<file path="config.mk">
export PLATFORM = sky130hd
export DESIGN_NAME = btn_cond_flat
export DESIGN_NICKNAME = d
export VERILOG_FILES = /design/src/rtl/btn_cond_if.sv /design/src/rtl/btn_cond.sv /design/src/flat_wrapper.sv
export SDC_FILE = /design/constraint.sdc
export NUM_CORES = 1
export LEC_CHECK = 0
export BUFFER_PORTS_ARGS = -buffer_cell sky130_fd_sc_hd__buf_2
export CORE_ASPECT_RATIO = 1.25
export CORE_MARGIN = 1.5
export CORE_UTILIZATION = 35
export CTS_CLUSTER_SIZE = 20
export DETAILED_ROUTE_END_ITERATION = 10
export PLACE_DENSITY = 0.62
export SYNTH_ARGS = -nofsm -noshare
export SYNTH_HDL_FRONTEND = slang
export SYNTH_SLANG_ARGS = --single-unit
</file>
<file path="constraint.sdc">
create_clock -name clk -period 1.8 [get_ports clk]
set_input_delay 0.18 -clock clk [delete_from_list [all_inputs] [get_ports clk]]
set_output_delay 0.18 -clock clk [all_outputs]
set_load 0.03 [all_outputs]
</file>
<file path="src/rtl/btn_cond_if.sv">
// btn_cond_if: signal bundle between the board-pin side and the input conditioner.
//   i_btn        raw asynchronous buttons
//   i_sw         raw asynchronous switches
//   i_repeat_en  per-channel auto-repeat enable
//   i_cnt_clr    clear press counter
//   o_tick       one-cycle sampling strobe
//   o_sw         switches captured on tick
//   o_btn_level  debounced button level
//   o_btn_rise   one-cycle press pulse (includes auto-repeat)
//   o_btn_fall   one-cycle release pulse
//   o_press_cnt  wrapping count of rise pulses on the counted channel
// Handshake: none of these signals carries valid/ready. The o_* pulses are
// single-cycle strobes with no backpressure; a consumer that is not looking
// in that cycle misses the event. Levels and o_sw hold until the next update.
interface btn_cond_if #(
    parameter int NUM_BTN   = 4,
    parameter int NUM_SW    = 8,
    parameter int CNT_WIDTH = 8
);
    logic [NUM_BTN-1:0]   i_btn;
    logic [NUM_SW-1:0]    i_sw;
    logic [NUM_BTN-1:0]   i_repeat_en;
    logic                 i_cnt_clr;
    logic                 o_tick;
    logic [NUM_SW-1:0]    o_sw;
    logic [NUM_BTN-1:0]   o_btn_level;
    logic [NUM_BTN-1:0]   o_btn_rise;
    logic [NUM_BTN-1:0]   o_btn_fall;
    logic [CNT_WIDTH-1:0] o_press_cnt;

    // Board/test side drives the raw inputs and observes the results.
    modport master (
        output i_btn, i_sw, i_repeat_en, i_cnt_clr,
        input  o_tick, o_sw, o_btn_level, o_btn_rise, o_btn_fall, o_press_cnt
    );

    // Conditioner side.
    modport slave (
        input  i_btn, i_sw, i_repeat_en, i_cnt_clr,
        output o_tick, o_sw, o_btn_level, o_btn_rise, o_btn_fall, o_press_cnt
    );
endinterface

</file>
<file path="src/rtl/btn_cond.sv">
// btn_cond: N-channel front-panel input conditioner.
// Synchronises raw buttons/switches, derives a sampling tick from a free-running
// divider, debounces each button over DEB_DEPTH tick samples, emits one-cycle
// rise/fall pulses with optional per-channel auto-repeat, and counts presses on
// channel CNT_CH.
// Ports:
//   clk  system clock
//   rst  synchronous reset, active-high
//   bus  btn_cond_if.slave (raw inputs in, conditioned outputs out)
module btn_cond #(
    parameter int NUM_BTN     = 4,
    parameter int NUM_SW      = 8,
    parameter int DIV_WIDTH   = 17,
    parameter int DEB_DEPTH   = 3,
    parameter int REPEAT_DLY  = 32,
    parameter int REPEAT_RATE = 8,
    parameter int CNT_CH      = 0,
    parameter int CNT_WIDTH   = 8
) (
    input logic     clk,
    input logic     rst,
    btn_cond_if.slave bus
);
    localparam int REP_MAX = (REPEAT_DLY > REPEAT_RATE) ? REPEAT_DLY : REPEAT_RATE;
    localparam int REP_W   = $clog2(REP_MAX + 1);
    localparam logic [REP_W-1:0] REP_DLY_V  = REP_W'(REPEAT_DLY);
    localparam logic [REP_W-1:0] REP_RATE_V = REP_W'(REPEAT_RATE);
    localparam logic [REP_W-1:0] REP_ONE    = REP_W'(1);

    logic [NUM_BTN-1:0]   btn_s1, btn_s2;
    logic [NUM_SW-1:0]    sw_s1, sw_s2;
    logic [DIV_WIDTH-1:0] div_cnt;
    logic                 tick, tick_d;
    logic [DEB_DEPTH-1:0] shreg [NUM_BTN];
    logic [REP_W-1:0]     rep_cnt [NUM_BTN];
    logic [NUM_BTN-1:0]   level, rise, fall;
    logic [NUM_SW-1:0]    sw_q;
    logic [CNT_WIDTH-1:0] press_cnt;

    logic [NUM_BTN-1:0]   new_level;
    logic [NUM_BTN-1:0]   rep_hit;
    logic [REP_W-1:0]     rep_next [NUM_BTN];

    // Level/repeat decisions, only consumed in the tick_d cycle. The new level
    // is decided first, so a channel that is falling never sees a repeat pulse.
    always_comb begin
        for (int i = 0; i < NUM_BTN; i++) begin
            new_level[i] = level[i];
            rep_hit[i]   = 1'b0;
            rep_next[i]  = REP_DLY_V;
            if (&shreg[i]) begin
                new_level[i] = 1'b1;
            end else if (~|shreg[i]) begin
                new_level[i] = 1'b0;
            end
            if (new_level[i] && !level[i]) begin
                rep_next[i] = REP_DLY_V;
            end else if (new_level[i] && bus.i_repeat_en[i]) begin
                if (rep_cnt[i] == REP_ONE) begin
                    rep_hit[i]  = 1'b1;
                    rep_next[i] = REP_RATE_V;
                end else begin
                    rep_next[i] = rep_cnt[i] - REP_ONE;
                end
            end else begin
                // Released or repeat disabled: re-arm the full initial delay.
                rep_next[i] = REP_DLY_V;
            end
        end
    end

    always_ff @(posedge clk) begin
        if (rst) begin
            btn_s1    <= '0;
            btn_s2    <= '0;
            sw_s1     <= '0;
            sw_s2     <= '0;
            div_cnt   <= '0;
            tick      <= 1'b0;
            tick_d    <= 1'b0;
            level     <= '0;
            rise      <= '0;
            fall      <= '0;
            sw_q      <= '0;
            press_cnt <= '0;
            for (int i = 0; i < NUM_BTN; i++) begin
                shreg[i]   <= '0;
                rep_cnt[i] <= '0;
            end
        end else begin
            btn_s1  <= bus.i_btn;
            btn_s2  <= btn_s1;
            sw_s1   <= bus.i_sw;
            sw_s2   <= sw_s1;
            div_cnt <= div_cnt + 1'b1;
            // Registered so the strobe sits in the cycle the counter reads 0.
            tick    <= (div_cnt == '1);
            tick_d  <= tick;

            if (tick) begin
                sw_q <= sw_s2;
                for (int i = 0; i < NUM_BTN; i++) begin
                    shreg[i] <= {shreg[i][DEB_DEPTH-2:0], btn_s2[i]};
                end
            end

            if (tick_d) begin
                level <= new_level;
                rise  <= (new_level & ~level) | rep_hit;
                fall  <= level & ~new_level;
                for (int i = 0; i < NUM_BTN; i++) begin
                    rep_cnt[i] <= rep_next[i];
                end
            end else begin
                rise <= '0;
                fall <= '0;
            end

            // Clear beats a coincident press.
            if (bus.i_cnt_clr) begin
                press_cnt <= '0;
            end else if (rise[CNT_CH]) begin
                press_cnt <= press_cnt + 1'b1;
            end
        end
    end

    assign bus.o_tick      = tick;
    assign bus.o_sw        = sw_q;
    assign bus.o_btn_level = level;
    assign bus.o_btn_rise  = rise;
    assign bus.o_btn_fall  = fall;
    assign bus.o_press_cnt = press_cnt;
endmodule

</file>
<file path="src/flat_wrapper.sv">
// flat-port wrapper written by rule: the top's interface ports become plain ports
module btn_cond_flat 
#(
    parameter int NUM_BTN     = 4,
    parameter int NUM_SW      = 8,
    parameter int DIV_WIDTH   = 17,
    parameter int DEB_DEPTH   = 3,
    parameter int REPEAT_DLY  = 32,
    parameter int REPEAT_RATE = 8,
    parameter int CNT_CH      = 0,
    parameter int CNT_WIDTH   = 8
)
  (clk, rst, bus_i_btn, bus_i_sw, bus_i_repeat_en, bus_i_cnt_clr, bus_o_tick, bus_o_sw, bus_o_btn_level, bus_o_btn_rise, bus_o_btn_fall, bus_o_press_cnt);
  btn_cond_if #(.NUM_BTN(NUM_BTN), .NUM_SW(NUM_SW), .CNT_WIDTH(CNT_WIDTH)) bus_i ();
  input logic clk;
  input logic rst;
  input wire logic [$bits(bus_i.i_btn)-1:0] bus_i_btn;
  input wire logic [$bits(bus_i.i_sw)-1:0] bus_i_sw;
  input wire logic [$bits(bus_i.i_repeat_en)-1:0] bus_i_repeat_en;
  input wire logic [$bits(bus_i.i_cnt_clr)-1:0] bus_i_cnt_clr;
  output wire logic [$bits(bus_i.o_tick)-1:0] bus_o_tick;
  output wire logic [$bits(bus_i.o_sw)-1:0] bus_o_sw;
  output wire logic [$bits(bus_i.o_btn_level)-1:0] bus_o_btn_level;
  output wire logic [$bits(bus_i.o_btn_rise)-1:0] bus_o_btn_rise;
  output wire logic [$bits(bus_i.o_btn_fall)-1:0] bus_o_btn_fall;
  output wire logic [$bits(bus_i.o_press_cnt)-1:0] bus_o_press_cnt;
  assign bus_i.i_btn = bus_i_btn;
  assign bus_i.i_sw = bus_i_sw;
  assign bus_i.i_repeat_en = bus_i_repeat_en;
  assign bus_i.i_cnt_clr = bus_i_cnt_clr;
  assign bus_o_tick = bus_i.o_tick;
  assign bus_o_sw = bus_i.o_sw;
  assign bus_o_btn_level = bus_i.o_btn_level;
  assign bus_o_btn_rise = bus_i.o_btn_rise;
  assign bus_o_btn_fall = bus_i.o_btn_fall;
  assign bus_o_press_cnt = bus_i.o_press_cnt;
  btn_cond #(.NUM_BTN(NUM_BTN), .NUM_SW(NUM_SW), .DIV_WIDTH(DIV_WIDTH), .DEB_DEPTH(DEB_DEPTH), .REPEAT_DLY(REPEAT_DLY), .REPEAT_RATE(REPEAT_RATE), .CNT_CH(CNT_CH), .CNT_WIDTH(CNT_WIDTH)) u_core (.clk(clk), .rst(rst), .bus(bus_i));
endmodule
</file>
# --- Word level (Yosys, flattened, before mapping) ---
# Memories as Yosys holds them, arrays and structs flattened.
# Index checks and enable logic that the tools add are counted.
op_classes:
  n_addsub: 6
  n_eq_ne: 5
  mux: 48
  bitwise: 14
  reduce_logical: 22
ops:
  columns: ["op", "count"]
  rows:
  - ["6-bit 2-to-1 mux", 16]
  - ["1-bit 2-to-1 mux", 28]
  - ["6-bit by 1-bit equality test with 1-bit output (second input constant)", 4]
  - ["6-bit by 1-bit subtractor with 6-bit output (second input constant)", 4]
  - ["17-bit by 1-bit adder with 17-bit output (second input constant)", 1]
  - ["17-bit equality test (second input constant)", 1]
  - ["3-bit 2-to-1 mux", 4]
  - ["3-bit AND reduction", 4]
  - ["3-bit OR reduction", 4]
  - ["8-bit by 1-bit adder with 8-bit output (second input constant)", 1]
  - ["4-bit bitwise AND", 2]
  - ["1-bit logical AND", 8]
  - ["4-bit inverter", 2]
  - ["1-bit bitwise OR", 8]
  - ["1-bit zero test", 4]
  - ["4-bit bitwise OR", 1]
  - ["2-bit OR reduction", 2]
  - ["1-bit inverter", 1]
word_totals:
  reg_bits: 71
  ramBits: 36
  input_bits: 19
  output_inout_bits: 29
  elab_cells: 109
  n_memories: 2
memory_table:
  columns: ["name", "depth", "width", "rd", "rd_clocked_by_memory_dff", "wr", "line_no", "source"]
  rows:
  - ["u_core.rep_cnt", 4, 6, 4, 0, 4, "btn_cond.sv:35", "logic [REP_W-1:0] rep_cnt [NUM_BTN];"]
  - ["u_core.shreg", 4, 3, 4, 0, 4, "btn_cond.sv:34", "logic [DEB_DEPTH-1:0] shreg [NUM_BTN];"]

# --- Longest topological paths before layout ---
depth:
  ltp_word: 7
  ltp_mapped: 6

# --- Least setup slack after synthesis ---
# OpenSTA, ideal clock, no wires.
synth_path:
  path_type: "register to register"
  start: "memory u_core.rep_cnt[2][3] in the netlist's numbering"
  end: "memory u_core.rep_cnt[2][2] in the netlist's numbering (data pin)"
  setup_ns: 0.254
  t_arrival_ns: 1.333
  slack_ns: 0.213
  stages_incl_launch_ff: 5
  n_path_buf: 0
  synth_period_minus_slack_ns: 1.587
  cell_sequence: "edfxtp_1 -> or3_4 -> or3b_1 -> nand3_2 -> nor2_1"
synth_lines:
  columns: ["item", "line_no"]
  rows:
  - ["start: declaration", "btn_cond.sv:35"]

==> results.py <==
metrics = {
    "clock_tree": {
        "cts_buffers": 9,
        "post_cts_buffers": 0,
        "cts_tree": "built",
        "cts_root_buffer": "clkbuf_16",
        "htree_levels": 3,
        "clock_latency_ns": 0.34,
        "clock-sinks": 107,
        "clk_pin_slew_worst_paths_ns": 0.07,
        "postCtsResizedCells": 0,
        "clockBufferDepth": 2,
        "cts_hold_buf": 0,
    },
    "logic_synthesis": {
        "ys_seq_area_share_pct": 57.55,
        "ys_seq_elements": 107,
        "syn_inst": 413,
        "synth_cell_types": 41,
        "synth_top_area_cell": "dfxtp_1",
        "synth_async_sr_flop_share_pct": 0,
        "synth_area_leaders": "dfxtp_1 (33%), edfxtp_1 (25%), nor2_1 (5.4%)",
        "synth_edf_count": 36,
        "ys.flop_type": "dfxtp_1",
        "syn_area_per_cell_um2": 10.53,
        "synth_top_cell_area_share_pct": 32.69,
        "netlist_area_um2": 4348,
        "ys_warn_count": 0,
        "syn-num-nets": 443,
    },
    "die": {
        "die_y_um": 127.6,
        "ios": 48,
        "std_cell_rows": 45,
        "die_area_um2": 13100,
        "die_w_um": 102.7,
        "initial_core_util_pct": 35.92,
        "core_area_um2": 12110,
    },
    "detailed_routing": {
        "routed_wl_um": 7303,
        "drcViolationCount": 0,
        "dr.pass1.iters": 4,
        "ant_nets": 0,
        "vias": 2940,
        "vias_per_cell": 4.630,
        "drt_iter0_markers": 116,
        "wl_per_cell_um": 11.50,
    },
    "placement": {
        "place_congestion": 0.8066,
        "place_hpwl_um": 5059,
        "placed_cell_area_um2": 4785,
        "io_buffer_count": 47,
        "placed_cells": 619,
    },
    "grt": {
        "antenna_found_initial": 0,
        "grt_pass1_wl_um": 12430,
        "grt_pass1_vias": 2778,
        "grt_max_degree": 35,
        "grtUsageTotal_pct": 12.04,
        "grt_overflow_total": 0,
    },
    "setup_path": {
        "cp_max_fo": 4,
        "required_ns": 1.90,
        "r2r_slack_ns": 0.12,
        "start_kind": "register",
        "path_class": "reg -> reg",
        "end_kind": "register",
        "arrival_ns": 1.78,
    },
    "flow_run": {
        "maxCapViolations": 0,
    },
    "cells_and_area": {
        "antenna_cells": 0,
        "fin_area_um2": 5079,
        "syn2layout_area_growth_pct": 16.81,
        "layout-drive-gt1-share_pct": 18.05,
        "final_cell_count_no_fill": 635,
        "nNetsFinal": 496,
    },
    "timing": {
        "relSlewSlack_pct": 55.32,
        "fin_setup_tns_ns": 0,
        "worst_clock_skew_ns": 0.007014,
        "timing.final.hold_violations": 0,
        "post-route-period-util_pct": 93.23,
        "setup_viol": 0,
        "period_minus_slack_ns": 1.678,
        "worstMarginPinSlew_ns": 0.6688,
        "fmax_mhz": 595.9,
        "final_max_slew_viol_count": 0,
        "rsz0062_at_grt": "false",
        "whs_ns": 0.04010,
    },
    "hold_path": {
        "hold_class": "in -> reg",
    },
    "power_and_ir_drop": {
        "p_leak_uw": 0.002016,
        "total_power_uw": 4708,
        "p_per_area_nw_per_um2": 927.0,
        "vdd_drop_max_mv": 0.5182,
    },
    "outcome": {
        "status": "finished clean",
    },
}
final timing paths:
| path | start | to | cells past startpoint |
|---|---|---|---|
| worst max-delay path | u_core.rep_cnt[2][3] | u_core.rep_cnt[2][2] | 4 |
| worst min-delay path | bus_i_sw[4] | u_core.sw_s1[4] | 2 |
| worst max register to register | u_core.rep_cnt[2][3] | u_core.rep_cnt[2][2] | 4 |
| worst min register to register | u_core.sw_s1[7] | u_core.sw_s2[7] | 1 |
flip-flops by register name, summed over array words and instances, names as in the netlist:
register and flops:
u_core.bus.o_press_cnt 8, u_core.div_cnt 17, u_core.sw_s1 8, u_core.btn_s1 4, u_core.bus.o_btn_rise 4, u_core.bus.o_btn_fall 4
u_core.sw_s2 8, u_core.bus.o_sw 8, u_core.bus.o_tick 1, u_core.bus.o_btn_level 4, u_core.btn_s2 4, u_core.shreg 12
u_core.tick_d 1, u_core.rep_cnt 24
critical path: stages (launching register included):
cell,delay (ns)
edfxtp_1,0.43
or3_4,0.43
or3b_1,0.40
nand3_2,0.12
nor2_1,0.06
metal layers:
metal  routed length, um  global-route usage (%)  up-vias
met5                   0                       0        -
met4                 121                   4.835        0
met3                 245                   3.009        9
met2                3611                   20.30       45
met1                3325                   14.53     1371
li1                    -                       -     1515
final cells by class:
type / instances / area, um^2
flip-flops and latches: 107 / 2502
well taps: 164 / 205.2
inverters: 8 / 30.03
repair buffers: 55 / 295.3
clock buffers: 10 / 239.0
multi-input cells: 285 / 1752
fillers: 1207 / 7027
clock inverters: 6 / 55.05
logic make-up (layout without fill, tap and decap cells):
logic type / count (synthesis) / count (layout) / synth area share [%]
simple gates: 200 / 200 / 24.14
flops: 107 / 107 / 57.55
compound gates: 32 / 32 / 4.086
xor+xnor: 28 / 28 / 5.640
buf+inv: 21 / 79 / 2.158
mux: 14 / 14 / 3.252
fa+ha+maj: 11 / 11 / 3.165
where the power goes:
| part | switching (uW) | internal (uW) |
|---|---|---|
| Clock | 916 | 1010 |
| Combinational | 90.1 | 77.4 |
| Sequential | 51.3 | 2560 |
Yosys cell counts, types with 2 or more instances:
cell type / number
dfxtp_1: 71
nor2_1: 62
edfxtp_1: 36
nand2_1: 31
nor2b_1: 29
a21oi_1: 17
xor2_1: 15
nor3_1: 14
mux2i_1: 13
xnor2_1: 13
and2_1: 12
ha_1: 11
nand3_1: 11
and3_1: 10
clkbuf_1: 8
inv_1: 8
o21ai_0: 8
nand4_1: 6
buf_2: 4
a31o_2: 3
nand3b_1: 3
nor4_1: 3
or2_2: 3
and4_1: 2
nand2b_1: 2
o22ai_1: 2
or3_1: 2
layout by cell type (no fill, tap or decap), types with 2 or more instances in the layout:
cell       netlist  layout
a21oi_1         17      17
a31o_2           3       3
and2_1          12      12
and3_1          10      10
and4_1           2       2
buf_2            4      47
buf_4            0       8
clkbuf_16        0       9
dfxtp_1         71      71
edfxtp_1        36      36
ha_1            11      11
inv_1            8       8
inv_6            0       2
inv_8            0       2
mux2i_1         13      13
nand2_1         31      31
nand2b_1         2       2
nand3_1         11      11
nand3b_1         3       3
nand4_1          6       6
nor2_1          62      62
nor2b_1         29      29
nor3_1          14      14
nor4_1           3       3
o21ai_0          8       8
o22ai_1          2       2
or2_2            3       3
or3_1            2       2
xnor2_1         13      13
xor2_1          15      15
stage by stage:
step	utilization, %	setup slack [ns]
detailed placement	39.52	0.1384
CTS	41.95	0.1307
global route	41.95	0.03922
floorplan	-	0.2130
finish	41.95	0.1219
global placement	39.52	0.1757
Note: power is estimated with default switching activity, not from simulation.
